`config.mk`:
```
export PLATFORM = sky130hd
export DESIGN_NAME = spi_master
export DESIGN_NICKNAME = d
export VERILOG_FILES = /design/src/rtl/spi_pkg.sv /design/src/rtl/spi_clk_gen.sv /design/src/rtl/spi_master.sv
export SDC_FILE = /design/constraint.sdc
export NUM_CORES = 1
export LEC_CHECK = 0
export BUFFER_PORTS_ARGS = -buffer_cell sky130_fd_sc_hd__buf_4
export CAP_MARGIN = 20
export CORE_AREA = 2 2 66 68
export DETAILED_ROUTE_END_ITERATION = 10
export DIE_AREA = 0 0 68 70
export PLACE_DENSITY = 0.81
export SYNTH_ARGS = -nofsm -noshare
export SYNTH_HDL_FRONTEND = slang
export SYNTH_SLANG_ARGS = --single-unit
```
`constraint.sdc`:
```
create_clock -name clk -period 2.13 [get_ports clk]
set_input_delay 0.213 -clock clk [delete_from_list [all_inputs] [get_ports clk]]
set_output_delay 0.213 -clock clk [all_outputs]
set_load 0.05 [all_outputs]
```
`src/rtl/spi_pkg.sv`:
```
// Shared SPI definitions: master FSM states and {cpol,cpha} mode encodings.
package spi_pkg;

  typedef enum logic [1:0] {
    IDLE  = 2'd0,
    SETUP = 2'd1,
    SHIFT = 2'd2,
    HOLD  = 2'd3
  } spi_state_e;

  localparam logic [1:0] MODE0 = 2'b00;
  localparam logic [1:0] MODE1 = 2'b01;
  localparam logic [1:0] MODE2 = 2'b10;
  localparam logic [1:0] MODE3 = 2'b11;

endpackage

```
`src/rtl/spi_clk_gen.sv`:
```
// SCLK timebase: one-cycle strobe every CLK_DIV clocks plus a count of strobes
// seen since enable rose. Everything clears while enable is low.
module spi_clk_gen #(
  parameter int unsigned CLK_DIV = 4,
  parameter int unsigned EDGE_W  = 5
) (
  input  logic              clk,
  input  logic              rst,
  input  logic              i_en,
  output logic              o_half_tick,
  output logic [EDGE_W-1:0] o_edge_idx
);

  localparam int unsigned      CNT_W   = (CLK_DIV > 1) ? $clog2(CLK_DIV) : 1;
  localparam logic [CNT_W-1:0] CNT_MAX = CNT_W'(CLK_DIV - 1);

  logic [CNT_W-1:0]  r_cnt;
  logic [EDGE_W-1:0] r_edge_idx;

  assign o_half_tick = i_en && (r_cnt == CNT_MAX);
  assign o_edge_idx  = r_edge_idx;

  // Half-period counter wraps at CLK_DIV-1; each wrap bumps the edge index.
  always_ff @(posedge clk or posedge rst) begin
    if (rst) begin
      r_cnt      <= '0;
      r_edge_idx <= '0;
    end else if (!i_en) begin
      r_cnt      <= '0;
      r_edge_idx <= '0;
    end else if (o_half_tick) begin
      r_cnt      <= '0;
      r_edge_idx <= r_edge_idx + 1'b1;
    end else begin
      r_cnt <= r_cnt + 1'b1;
    end
  end

endmodule

```
`src/rtl/spi_master.sv`:
```
// SPI master: serialises tx_data on mosi while capturing miso, all four modes,
// with a start/done handshake toward host logic.
module spi_master
  import spi_pkg::*;
#(
  parameter int unsigned DATA_WIDTH = 8,
  parameter int unsigned MSB_FIRST  = 1,
  parameter int unsigned CLK_DIV    = 4
) (
  input  logic                  clk,
  input  logic                  rst,
  input  logic                  start,
  input  logic [DATA_WIDTH-1:0] tx_data,
  input  logic                  cpol,
  input  logic                  cpha,
  output logic                  busy,
  output logic                  done,
  output logic [DATA_WIDTH-1:0] rx_data,
  output logic                  sclk,
  output logic                  cs_n,
  output logic                  mosi,
  input  logic                  miso
);

  localparam int unsigned       EDGES     = 2 * DATA_WIDTH;
  localparam int unsigned       EDGE_W    = $clog2(EDGES + 1);
  localparam logic [EDGE_W-1:0] LAST_EDGE = EDGE_W'(EDGES);
  localparam logic [EDGE_W-1:0] LAST_M1   = EDGE_W'(EDGES - 1);

  spi_state_e            r_state;
  logic [DATA_WIDTH-1:0] r_tx;
  logic [DATA_WIDTH-1:0] r_rx;
  logic [DATA_WIDTH-1:0] r_rx_data;
  logic                  r_cpol;
  logic                  r_cpha;
  logic                  r_sclk;
  logic                  r_cs_n;
  logic                  r_mosi;
  logic                  r_busy;
  logic                  r_done;

  logic                  w_en;
  logic                  w_tick;
  logic [EDGE_W-1:0]     w_edge_idx;
  logic                  w_leading;
  logic                  w_tx_head;
  logic [DATA_WIDTH-1:0] w_tx_shift;
  logic                  w_in_head;
  logic [DATA_WIDTH-1:0] w_in_shift;
  logic [DATA_WIDTH-1:0] w_rx_shift;

  assign w_en      = (r_state != IDLE);
  // sclk still at its idle level means the next toggle is a leading edge.
  assign w_leading = (r_sclk == r_cpol);

  assign w_tx_head  = (MSB_FIRST != 0) ? r_tx[DATA_WIDTH-1] : r_tx[0];
  assign w_tx_shift = (MSB_FIRST != 0) ? {r_tx[DATA_WIDTH-2:0], 1'b0}
                                       : {1'b0, r_tx[DATA_WIDTH-1:1]};
  assign w_in_head  = (MSB_FIRST != 0) ? tx_data[DATA_WIDTH-1] : tx_data[0];
  assign w_in_shift = (MSB_FIRST != 0) ? {tx_data[DATA_WIDTH-2:0], 1'b0}
                                       : {1'b0, tx_data[DATA_WIDTH-1:1]};
  assign w_rx_shift = (MSB_FIRST != 0) ? {r_rx[DATA_WIDTH-2:0], miso}
                                       : {miso, r_rx[DATA_WIDTH-1:1]};

  spi_clk_gen #(
    .CLK_DIV (CLK_DIV),
    .EDGE_W  (EDGE_W)
  ) u_clk_gen (
    .clk         (clk),
    .rst         (rst),
    .i_en        (w_en),
    .o_half_tick (w_tick),
    .o_edge_idx  (w_edge_idx)
  );

  // Transfer FSM. Strobe n (edge index n-1 before increment) performs SCLK edge n
  // for n = 1..2*DATA_WIDTH; strobe 2*DATA_WIDTH+1 closes SHIFT, the next ends HOLD.
  always_ff @(posedge clk or posedge rst) begin
    if (rst) begin
      r_state   <= IDLE;
      r_tx      <= '0;
      r_rx      <= '0;
      r_rx_data <= '0;
      r_cpol    <= 1'b0;
      r_cpha    <= 1'b0;
      r_sclk    <= 1'b0;
      r_cs_n    <= 1'b1;
      r_mosi    <= 1'b0;
      r_busy    <= 1'b0;
      r_done    <= 1'b0;
    end else begin
      r_done <= 1'b0;
      case (r_state)
        IDLE: begin
          r_sclk <= cpol;
          r_cs_n <= 1'b1;
          if (start) begin
            r_state <= SETUP;
            r_cpol  <= cpol;
            r_cpha  <= cpha;
            r_rx    <= '0;
            r_cs_n  <= 1'b0;
            r_busy  <= 1'b1;
            if (!cpha) begin
              r_mosi <= w_in_head;
              r_tx   <= w_in_shift;
            end else begin
              r_tx <= tx_data;
            end
          end
        end
        SETUP, SHIFT: begin
          if (w_tick) begin
            if (w_edge_idx == LAST_EDGE) begin
              r_state <= HOLD;
            end else begin
              r_state <= SHIFT;
              r_sclk  <= ~r_sclk;
              if (w_leading) begin
                if (!r_cpha) begin
                  r_rx <= w_rx_shift;
                end else begin
                  r_mosi <= w_tx_head;
                  r_tx   <= w_tx_shift;
                end
              end else begin
                if (r_cpha) begin
                  r_rx <= w_rx_shift;
                end else if (w_edge_idx != LAST_M1) begin
                  r_mosi <= w_tx_head;
                  r_tx   <= w_tx_shift;
                end
              end
            end
          end
        end
        HOLD: begin
          if (w_tick) begin
            r_state   <= IDLE;
            r_sclk    <= r_cpol;
            r_cs_n    <= 1'b1;
            r_busy    <= 1'b0;
            r_done    <= 1'b1;
            r_rx_data <= r_rx;
          end
        end
        default: r_state <= IDLE;
      endcase
    end
  end

  assign busy    = r_busy;
  assign done    = r_done;
  assign rx_data = r_rx_data;
  assign sclk    = r_sclk;
  assign cs_n    = r_cs_n;
  assign mosi    = r_mosi;

endmodule
```
After elaboration in Yosys (flattened, before gate mapping)

Cells that the tools add are included.

Bits in registers: 40
Bits of input ports: 14
Logic and storage cells: 95

$add $sub $neg: 2
Eq/ne operators: 18
Mux-type cells: 46
Bitwise logic cells: 1
Reductions and logical operators: 15

Operators by type and width:

| operator            | count |
|---|---|
| $mux 8              | 14 |
| $pmux 8 s2          | 2 |
| $mux 1              | 18 |
| $ne 3x3->1 const B  | 5 |
| $mux 2              | 5 |
| $mux 5              | 2 |
| $reduce_and 3->1    | 3 |
| $ne 2x2->1 const B  | 4 |
| $reduce_and 8->1    | 1 |
| $reduce_and 7->1    | 1 |
| $eq 2x2->1 const B  | 3 |
| $pmux 1 s2          | 3 |
| $pmux 2 s3          | 1 |
| $reduce_and 2->1    | 3 |
| $reduce_and 6->1    | 1 |
| $reduce_bool 2->1   | 3 |
| $add 5x1->5 const B | 1 |
| $eq 5x5->1 const B  | 1 |
| $ne 5x4->1 const B  | 1 |
| $ne 2x1->1 const B  | 2 |
| $pmux 1 s3          | 1 |
| $add 2x1->2 const B | 1 |
| $eq 2x1->1 const B  | 1 |
| $logic_not 2->1     | 1 |
| other kinds (4)     | 4 |

Depth between registers and ports, before layout

Gate-level depths: netlist (run 1).

Depth after elaboration: 7
Mapped depth: 7
Mapped depth without buffers: 7

Hierarchy

From an unflattened synthesis (run 1), not the netlist that was laid out.

Cells, all modules: 168
Area, all modules: 1974.4 um^2

By module, submodules not included:

| module      | instances | cells an instance | area an instance (um^2) | seq. area each (um^2) |
|---|---|---|---|---|
| spi_master  | 1         | 139               | 1626.6                  | 827.0 |
| spi_clk_gen | 1         | 29                | 347.8                   | 175.2 |

Worst setup path after synthesis (run 1)

OpenSTA, ideal clock, no wires.

Path type: reg2reg
Start point: reg r_sclk, in the netlist sclk
End point: reg r_rx[4]
Library setup time: 0.126 ns
Arrival time: 1.887 ns
Data required time: 2.004 ns
Slack: 0.116 ns
Cell stages (with the launch flop): 5
Cell sequence: dfrtp_1 -> xor3_1 -> a2111oi_4 -> buf_6 -> o21ai_0

Longest elaborated chain between the ends: 5
Elaborated cells on any way between the ends: 8
Those cells by class: eq/ne: 3; mux: 4; reduce/logical: 1

Ends and longest elaborated chain:

| what                   | line              | RTL |
|---|---|---|
| from (decl)            | spi_master.sv:36  | `logic r_sclk;` |
| from (signal assigned) | spi_master.sv:95  | `r_sclk <= cpol;` |
| from (signal assigned) | spi_master.sv:118 | `r_sclk <= ~r_sclk;` |
| from (signal assigned) | spi_master.sv:140 | `r_sclk <= r_cpol;` |
| $eq 1x1->1 *           | spi_master.sv:54  | `assign w_leading = (r_sclk == r_cpol);` |
| $mux 8                 | spi_master.sv:119 | `if (w_leading) begin` |
| $mux 8                 | spi_master.sv:114 | `if (w_edge_idx == LAST_EDGE) begin` |
| $mux 8                 | spi_master.sv:113 | `if (w_tick) begin` |
| $pmux 8 s2             | spi_master.sv:93  | `case (r_state)` |
| to (signal assigned)   | spi_master.sv:121 | `r_rx <= w_rx_shift;` |
| to (signal assigned)   | spi_master.sv:128 | `r_rx <= w_rx_shift;` |
| to (decl)              | spi_master.sv:32  | `logic [DATA_WIDTH-1:0] r_rx;` |

Mark *: on every way between the ends. The rest lies on a longest branch, timed or not. The select of a mux whose other input is x is not followed.
A chain may end at the register's enable or synchronous reset.

Worst setup path after layout (run 1)

Start point: reg u_clk_gen.r_edge_idx[0], in the netlist u_clk_gen.o_edge_idx[0]
End point: reg r_tx[0]

Longest elaborated chain between the ends: 3
Elaborated cells on any way between the ends: 5
Those cells by class: eq/ne: 4; reduce/logical: 1

Ends and longest elaborated chain:

| what                                                             | line                                 | RTL |
|---|---|---|
| from (decl)                                                      | spi_clk_gen.sv:18                    | `logic [EDGE_W-1:0] r_edge_idx;` |
| from (signal assigned)                                           | spi_clk_gen.sv:33                    | `r_edge_idx <= r_edge_idx + 1'b1;` |
| $ne 5x4->1 / $eq 5x5->1 (equally long branches)                  | spi_master.sv:129, spi_master.sv:114 |  |
| $ne 3x3->1 (no source line) / $ne 2x2->1 (equally long branches) | --                                   |  |
| $reduce_and 7->1 (no source line) *                              | --                                   |  |
| to (signal assigned)                                             | spi_master.sv:108                    | `r_tx <= tx_data;` |
| to (signal assigned)                                             | spi_master.sv:124                    | `r_tx <= w_tx_shift;` |
| to (signal assigned)                                             | spi_master.sv:131                    | `r_tx <= w_tx_shift;` |
| to (decl)                                                        | spi_master.sv:31                     | `logic [DATA_WIDTH-1:0] r_tx;` |

Mark *: on every way between the ends. The rest lies on a longest branch, timed or not.

==> metrics.yaml, run 1 <==
timing:
  rsz0062_at_grt: "false"
  hold_violations: 0
  hold_ws_ns: 0.0315
  fin_setup_tns_ns: 0
  fin_crit_ns: 2.04
  fin_crit_sh_pct: 95.6
  skew_ns: 0.00619
  setup_viol: 0
  max_freq_mhz: 491
  tightestPinTransition_ns: 0.496
  drv_slew: 0
  slew_headroom_pct: 66.9
layout:
  layout.nets: 239
  final_cells: 272
  n_antenna_cell: 0
  post-route-util_pct: 57.8
  mostFrequentLayoutCells: "dfrtp_1, buf_4, nand2_1"
  mostFrequentLayoutCell: "dfrtp_1"
  area.growth.synth_to_final_pct: 21.8
  drive_above_1_share_pct: 32.3
  design_area_um2: 2390
power_and_ir_drop:
  p_sw_mw: 1.57
  clock_power_share_pct: 16.7
  power.leakage_nw: 1.16
  intPower_mw: 2.23
  ir_drop_mv: 1.07
  p_per_area_nw_per_um2: 1590
  pwr-share-comb_pct: 49.1
  swShare_pct: 41.4
  seqPwrFrac_pct: 34.1
yosys:
  yosys-top-cells-area: "dfrtp_1, mux2_2, nand2_1, o21ai_0, mux2i_1"
  yosys.area.top_type_share_pct: 49.6
  yosys.area.top_type: "dfrtp_1"
  synth_cell_types: 31
  synth-seq-area-share_pct: 51.0
  ys.warnings.count: 0
  ys_ff_latch: 40
  avgSynthCellArea_um2: 10.8
  syn_area_um2: 1970
  syn-instance-count: 182
  synth_nets: 202
critical_path:
  critPathBufInv: 1
  critPathCaptureType: "flip-flop"
  start_kind: "flip-flop"
  slowest_delay_ns: 0.40
  crit_fanout: 8
  worstSetupPathType: "flip-flop to flip-flop"
  r2r_cells: 8
  crit_arrival_ns: 2.22
  cp_top_family: "multiplexers"
  slowest_stage: "dfrtp_1"
  cp.required_ns: 2.31
  crit_chain: "ha_1 -> and3_1 -> ha_1 -> nor2_1 -> mux2_2 -> o211ai_2 -> buf_6 -> mux2_2"
  reg2reg_to: "r_tx[0]"
  regToRegSetupSlack_ns: 0.09
  reg2reg_from: "u_clk_gen.o_edge_idx[0]"
place:
  dp_hpwl_um: 2620
  io_buffers: 26
  dp_cells: 263
  gp_congestion: 0.841
  placed_cell_area_um2: 2270
cts:
  cts_root_buf: "clkbuf_8"
  ctsHoldBuffers: 0
  cts_made_buffers: 5
  cts.path.max_buffers: 2
  htreeDepth: 2
  cts.sink_count: 40
  insertion_delay_ns: 0.30
  cts_tree: "yes"
  path_clk_slew_ns: 0.08
floorplan:
  die_height_um: 70
  io_pins: 27
  die_area_um2: 4760
  num_rows: 24
  die_w_um: 68
  start_util_pct: 47.5
  core_um2: 4140
route:
  wl_um: 3680
  drt_first_pass_iters: 4
  postRouteAntennaNets: 0
  viasPerCell: 5.24
  post_drt_wl_per_cell_um: 13.5
  drc: 0
  vias: 1424
  drtIter0Drc: 91
global_routing:
  antenna_found_initial: 0
  grt_pass1_wl_um: 6330
  grt_pass1_vias: 1456
  grt_max_degree: 41
  grtUsageTotal_pct: 17.6
  gr-total-overflow: 0
run_status:
  outcome: "completed"
worst_hold_path:
  hold_path_class: "input pin to async pin"
flow_run:
  cap_violations: 0
-- timing repair --
| action | CTS | global route |
|---|---|---|
| setup buffers | 0 | 1 |
| setup endpoints to repair | 0 | 8 |
| gates resized for setup | 0 | 1 |
-- sequential cells by signal, indices dropped and copies added (netlist names) --
name and count:
r_rx 8, r_tx 8, rx_data 8, u_clk_gen.o_edge_idx 5
r_state 2, u_clk_gen.r_cnt 2, busy 1, cs_n 1
done 1, mosi 1, r_cpha 1, r_cpol 1
sclk 1
-- tightest hold or removal path: cells and delay by family --
family	cells	cell delay [ns]
buf+inv	3	0.56
-- worst max-delay path by stage --
stage / startpoint / endpoint / slack [ns] / cells after the start
2_1_floorplan: sclk / r_rx[4] / 0.12 / 4
3_3_place_gp: u_clk_gen.o_edge_idx[0] / r_tx[2] / 0.12 / 8
3_5_place_dp: u_clk_gen.o_edge_idx[0] / r_tx[0] / 0.07 / 8
4_1_cts: u_clk_gen.o_edge_idx[0] / r_tx[0] / 0.05 / 8
5_1_grt: u_clk_gen.o_edge_idx[0] / r_tx[0] / 0.008 / 8
6_report: u_clk_gen.o_edge_idx[0] / r_tx[0] / 0.09 / 8
-- area by class of cell --
cell class                 instances  area [µm²]
fill                             380        1750
sequential                        40        1000
multi-input combinational        125         893
timing repair buffer              37         282
clock buffer                       5        68.8
tap                               52        65.1
clock inverter                     3        46.3
inverter                          10        37.5
-- through the flow --
stage          worst slack (ns)  power (mW)
2_1_floorplan             0.116        2.65
3_3_place_gp              0.125        3.09
3_5_place_dp             0.0685        3.16
4_1_cts                  0.0514        3.82
5_1_grt                 0.00787        4.06
6_report                 0.0927        3.80
-- power by group through the flow --
stage | logic [mW] | registers (mW) | clock network [mW]
2_1_floorplan | 1.00 | 1.64 | 0
3_3_place_gp | 1.80 | 1.30 | 0
3_5_place_dp | 1.85 | 1.31 | 0
4_1_cts | 1.87 | 1.30 | 0.650
5_1_grt | 2.04 | 1.34 | 0.684
6_report | 1.87 | 1.30 | 0.636
-- layer usage --
metal  wire [µm]  GRT usage (%)  share of wire (%)
met1        1610           22.0                 44
met2        1880           29.2                 51
met3         125           3.38                3.4
met4          64           7.33                1.7
met5           0              0                  0
-- cell families (layout without fill, tap and decap cells) --
family          after synthesis  count (layout)  share of synthesized area (%)
flops                        40              40                           51.0
fa+ha+maj                     6               6                           3.82
xor+xnor                      5               5                           2.99
simple gates                 53              53                           12.1
mux                          29              29                           16.1
compound gates               32              32                           10.4
buf+inv                      17              55                           3.63
-- cell usage after synthesis --
cell / count
and4bb_2: 1
nand3_1: 2
xnor2_1: 1
inv_1: 10
dfstp_2: 1
a21oi_1: 5
or3_1: 1
nor2_1: 10
nor3_1: 1
a2111oi_4: 1
o211ai_2: 1
nand2_1: 29
dfrtp_1: 39
mux2i_1: 8
a211oi_1: 2
nand3b_1: 1
xor3_1: 1
a31o_2: 1
nand2b_1: 2
and3_1: 2
o21ai_1: 2
nor2b_1: 3
ha_1: 6
o21ai_0: 18
mux2_2: 21
xor2_1: 3
clkbuf_1: 6
a22oi_1: 1
o2111ai_1: 1
nand4_1: 1
buf_6: 1
Note: power is estimated with default switching activity, not from simulation.
==> run 2, diff against run 1 <==
REMOVE_ABC_BUFFERS = 1   (was unset)
==> run 2 against run 1 <==
Sequential share of layout area up 0.46 points. Cell count stayed put. Global-route usage is 0.74 points higher. Setup slack better by 0.023 ns. Critical path type unchanged. Critical endpoint is now r_tx[5].
==> metrics.yaml, run 2 (synthesis results as in run 1) <==
timing:
  fin_crit_sh_pct: 94.6  # -1.1 points
  max_freq_mhz: 496  # +1.1%
  slew_headroom_pct: 66.2  # -0.76 points
  tightestPinTransition_ns: 0.506  # +0.00992 ns
  fin_crit_ns: 2.01  # -0.0225 ns
  fin_setup_tns_ns: 0  # unchanged
  rsz0062_at_grt: "false"
  fin_ws_ns: 0.115  # +0.0225 ns
  skew_ns: 0.0105  # +0.00434 ns
  hold_violations: 0  # unchanged
  drv_slew: 0  # unchanged
  setup_viol: 0  # unchanged
layout:
  area.growth.synth_to_final_pct: 20.4
  final_cells: 272  # unchanged
  mostFrequentLayoutCell: "dfrtp_1"
  mostFrequentLayoutCells: "dfrtp_1, buf_4, nand2_1"
  design_area_um2: 2370  # -1.1%
  n_antenna_cell: 0  # unchanged
  layout.nets: 239  # unchanged
  drive_above_1_share_pct: 32.3  # unchanged
place:
  dp_cells: 264  # +0.38%
  io_buffers: 26  # unchanged
  placed_cell_area_um2: 2280  # +0.33%
  dp_hpwl_um: 2620  # +0.28%
  gp_congestion: 0.778  # -7.6%
  pre_cts_slack_ns: 0.151  # +0.0821 ns
global_routing:
  antenna_found_initial: 0  # unchanged
  grt_max_degree: 41  # unchanged
  grt_pass1_vias: 1526  # +4.8%
  gr-total-overflow: 0  # unchanged
  grtUsageTotal_pct: 18.4  # +0.74 points
  grt_pass1_wl_um: 6640  # +5.0%
power_and_ir_drop:
  power.leakage_nw: 1.15  # -1.4%
  p_per_area_nw_per_um2: 1550  # -2.5%
  ir_drop_mv: 0.769  # -28%
  clock_power_share_pct: 13.8  # -2.9 points
  swShare_pct: 42.5  # +1.1 points
  seqPwrFrac_pct: 35.4  # +1.3 points
  p_sw_mw: 1.56  # -0.98%
  intPower_mw: 2.11  # -5.4%
  pwr-share-comb_pct: 50.8  # +1.7 points
cts:
  insertion_delay_ns: 0.30  # about the same
  cts_root_buf: "clkbuf_8"
  htreeDepth: 2  # unchanged
  ctsHoldBuffers: 0  # unchanged
  path_clk_slew_ns: 0.08  # about the same
  cts.sink_count: 40  # unchanged
  cts_made_buffers: 5  # unchanged
  cts.path.max_buffers: 2  # unchanged
  cts_tree: "yes"
  cts_setup_buffers: 0  # unchanged
  ctsResizeCount: 0  # unchanged
route:
  vias: 1438  # +0.98%
  drc: 0  # unchanged
  wl_um: 3670  # -0.43%
  post_drt_wl_per_cell_um: 13.5  # -0.43%
  postRouteAntennaNets: 0  # unchanged
  drtIter0Drc: 40  # -56%
  drt_first_pass_iters: 4  # unchanged
  viasPerCell: 5.29  # +0.98%
floorplan:
  die_w_um: 68  # unchanged
  die_area_um2: 4760  # unchanged
  start_util_pct: 47.5  # unchanged
  io_pins: 27  # unchanged
  core_um2: 4140  # unchanged
  num_rows: 24  # unchanged
  die_height_um: 70  # unchanged
critical_path:
  start_kind: "flip-flop"
  crit_arrival_ns: 2.20  # -0.02 ns
  critPathCaptureType: "flip-flop"
  cp.required_ns: 2.31  # about the same
  worstSetupPathType: "flip-flop to flip-flop"
  crit_fanout: 8  # unchanged
flow_run:
  cap_violations: 0  # unchanged
run_status:
  outcome: "completed"
worst_hold_path:
  hold_path_class: "input pin to async pin"
[run 2: cell types whose count changed in the layout (fill, tap and decap cells not counted), sizes merged]
cell / delta
inv: -1
clkinv: +1
bufinv: -1
clkinvlp: +1
[run 2: final cells by class]
class | count | area, µm²
Multi-Input combinational cell | 125 | 893
Clock inverter | 3 | 23.8
Sequential cell | 40 | 1000
Fill cell | 348 | 1780
Inverter | 10 | 37.5
Clock buffer | 5 | 68.8
Tap cell | 52 | 65.1
Timing Repair Buffer | 37 | 278
[run 2: metal layers]
| metal | up-vias | part of all wire (%) | GRT usage (%) |
|---|---|---|---|
| met5 | - | 0 | 0 |
| met4 | 0 | 1.7 | 8.44 |
| met3 | 6 | 2.8 | 3.38 |
| met2 | 19 | 52 | 30.3 |
| met1 | 715 | 43 | 22.8 |
| li1 | 698 | - | - |
[run 2: final timing paths]
kind                                         start                  to  slack (ns)  cells past startpoint
max in group asynchronous                      rst                cs_n        1.74                      3
min reg2reg                     u_clk_gen.r_cnt[0]  u_clk_gen.r_cnt[0]        0.45                      1
max reg2reg                u_clk_gen.o_edge_idx[1]             r_tx[5]        0.12                      8
max                        u_clk_gen.o_edge_idx[1]             r_tx[5]        0.12                      8
min in group clk                              miso             r_rx[0]        0.12                      3
min                                            rst             r_tx[3]        0.03                      3
[run 2: worst max-delay path: stages, from the launching register on]
cell and delay [ns]:
dfrtp_1 0.42, ha_1 0.19, and3_1 0.15, ha_1 0.15, nor2_1 0.04, mux2_2 0.28, o211ai_2 0.13, buf_4 0.19
mux2_2 0.35
[run 2: metrics by stage]
step / power, mW / hold WS (ns) / utilization, %
floorplan: 2.62 / 0.330 / -
global placement: 3.11 / 0.368 / 54.9
detailed placement: 3.17 / 0.368 / 54.9
CTS: 3.70 / 0.0436 / 57.2
global route: 3.95 / 0.0915 / 57.2
finish: 3.66 / 0.0339 / 57.2
[run 2: power groups by stage]
stage / clock [mW] / combinational [mW] / sequential [mW]
4_1_cts: 0.522 / 1.88 / 1.30
2_1_floorplan: 0 / 0.973 / 1.64
6_report: 0.505 / 1.86 / 1.30
3_5_place_dp: 0 / 1.86 / 1.31
3_3_place_gp: 0 / 1.81 / 1.30
5_1_grt: 0.559 / 2.05 / 1.34
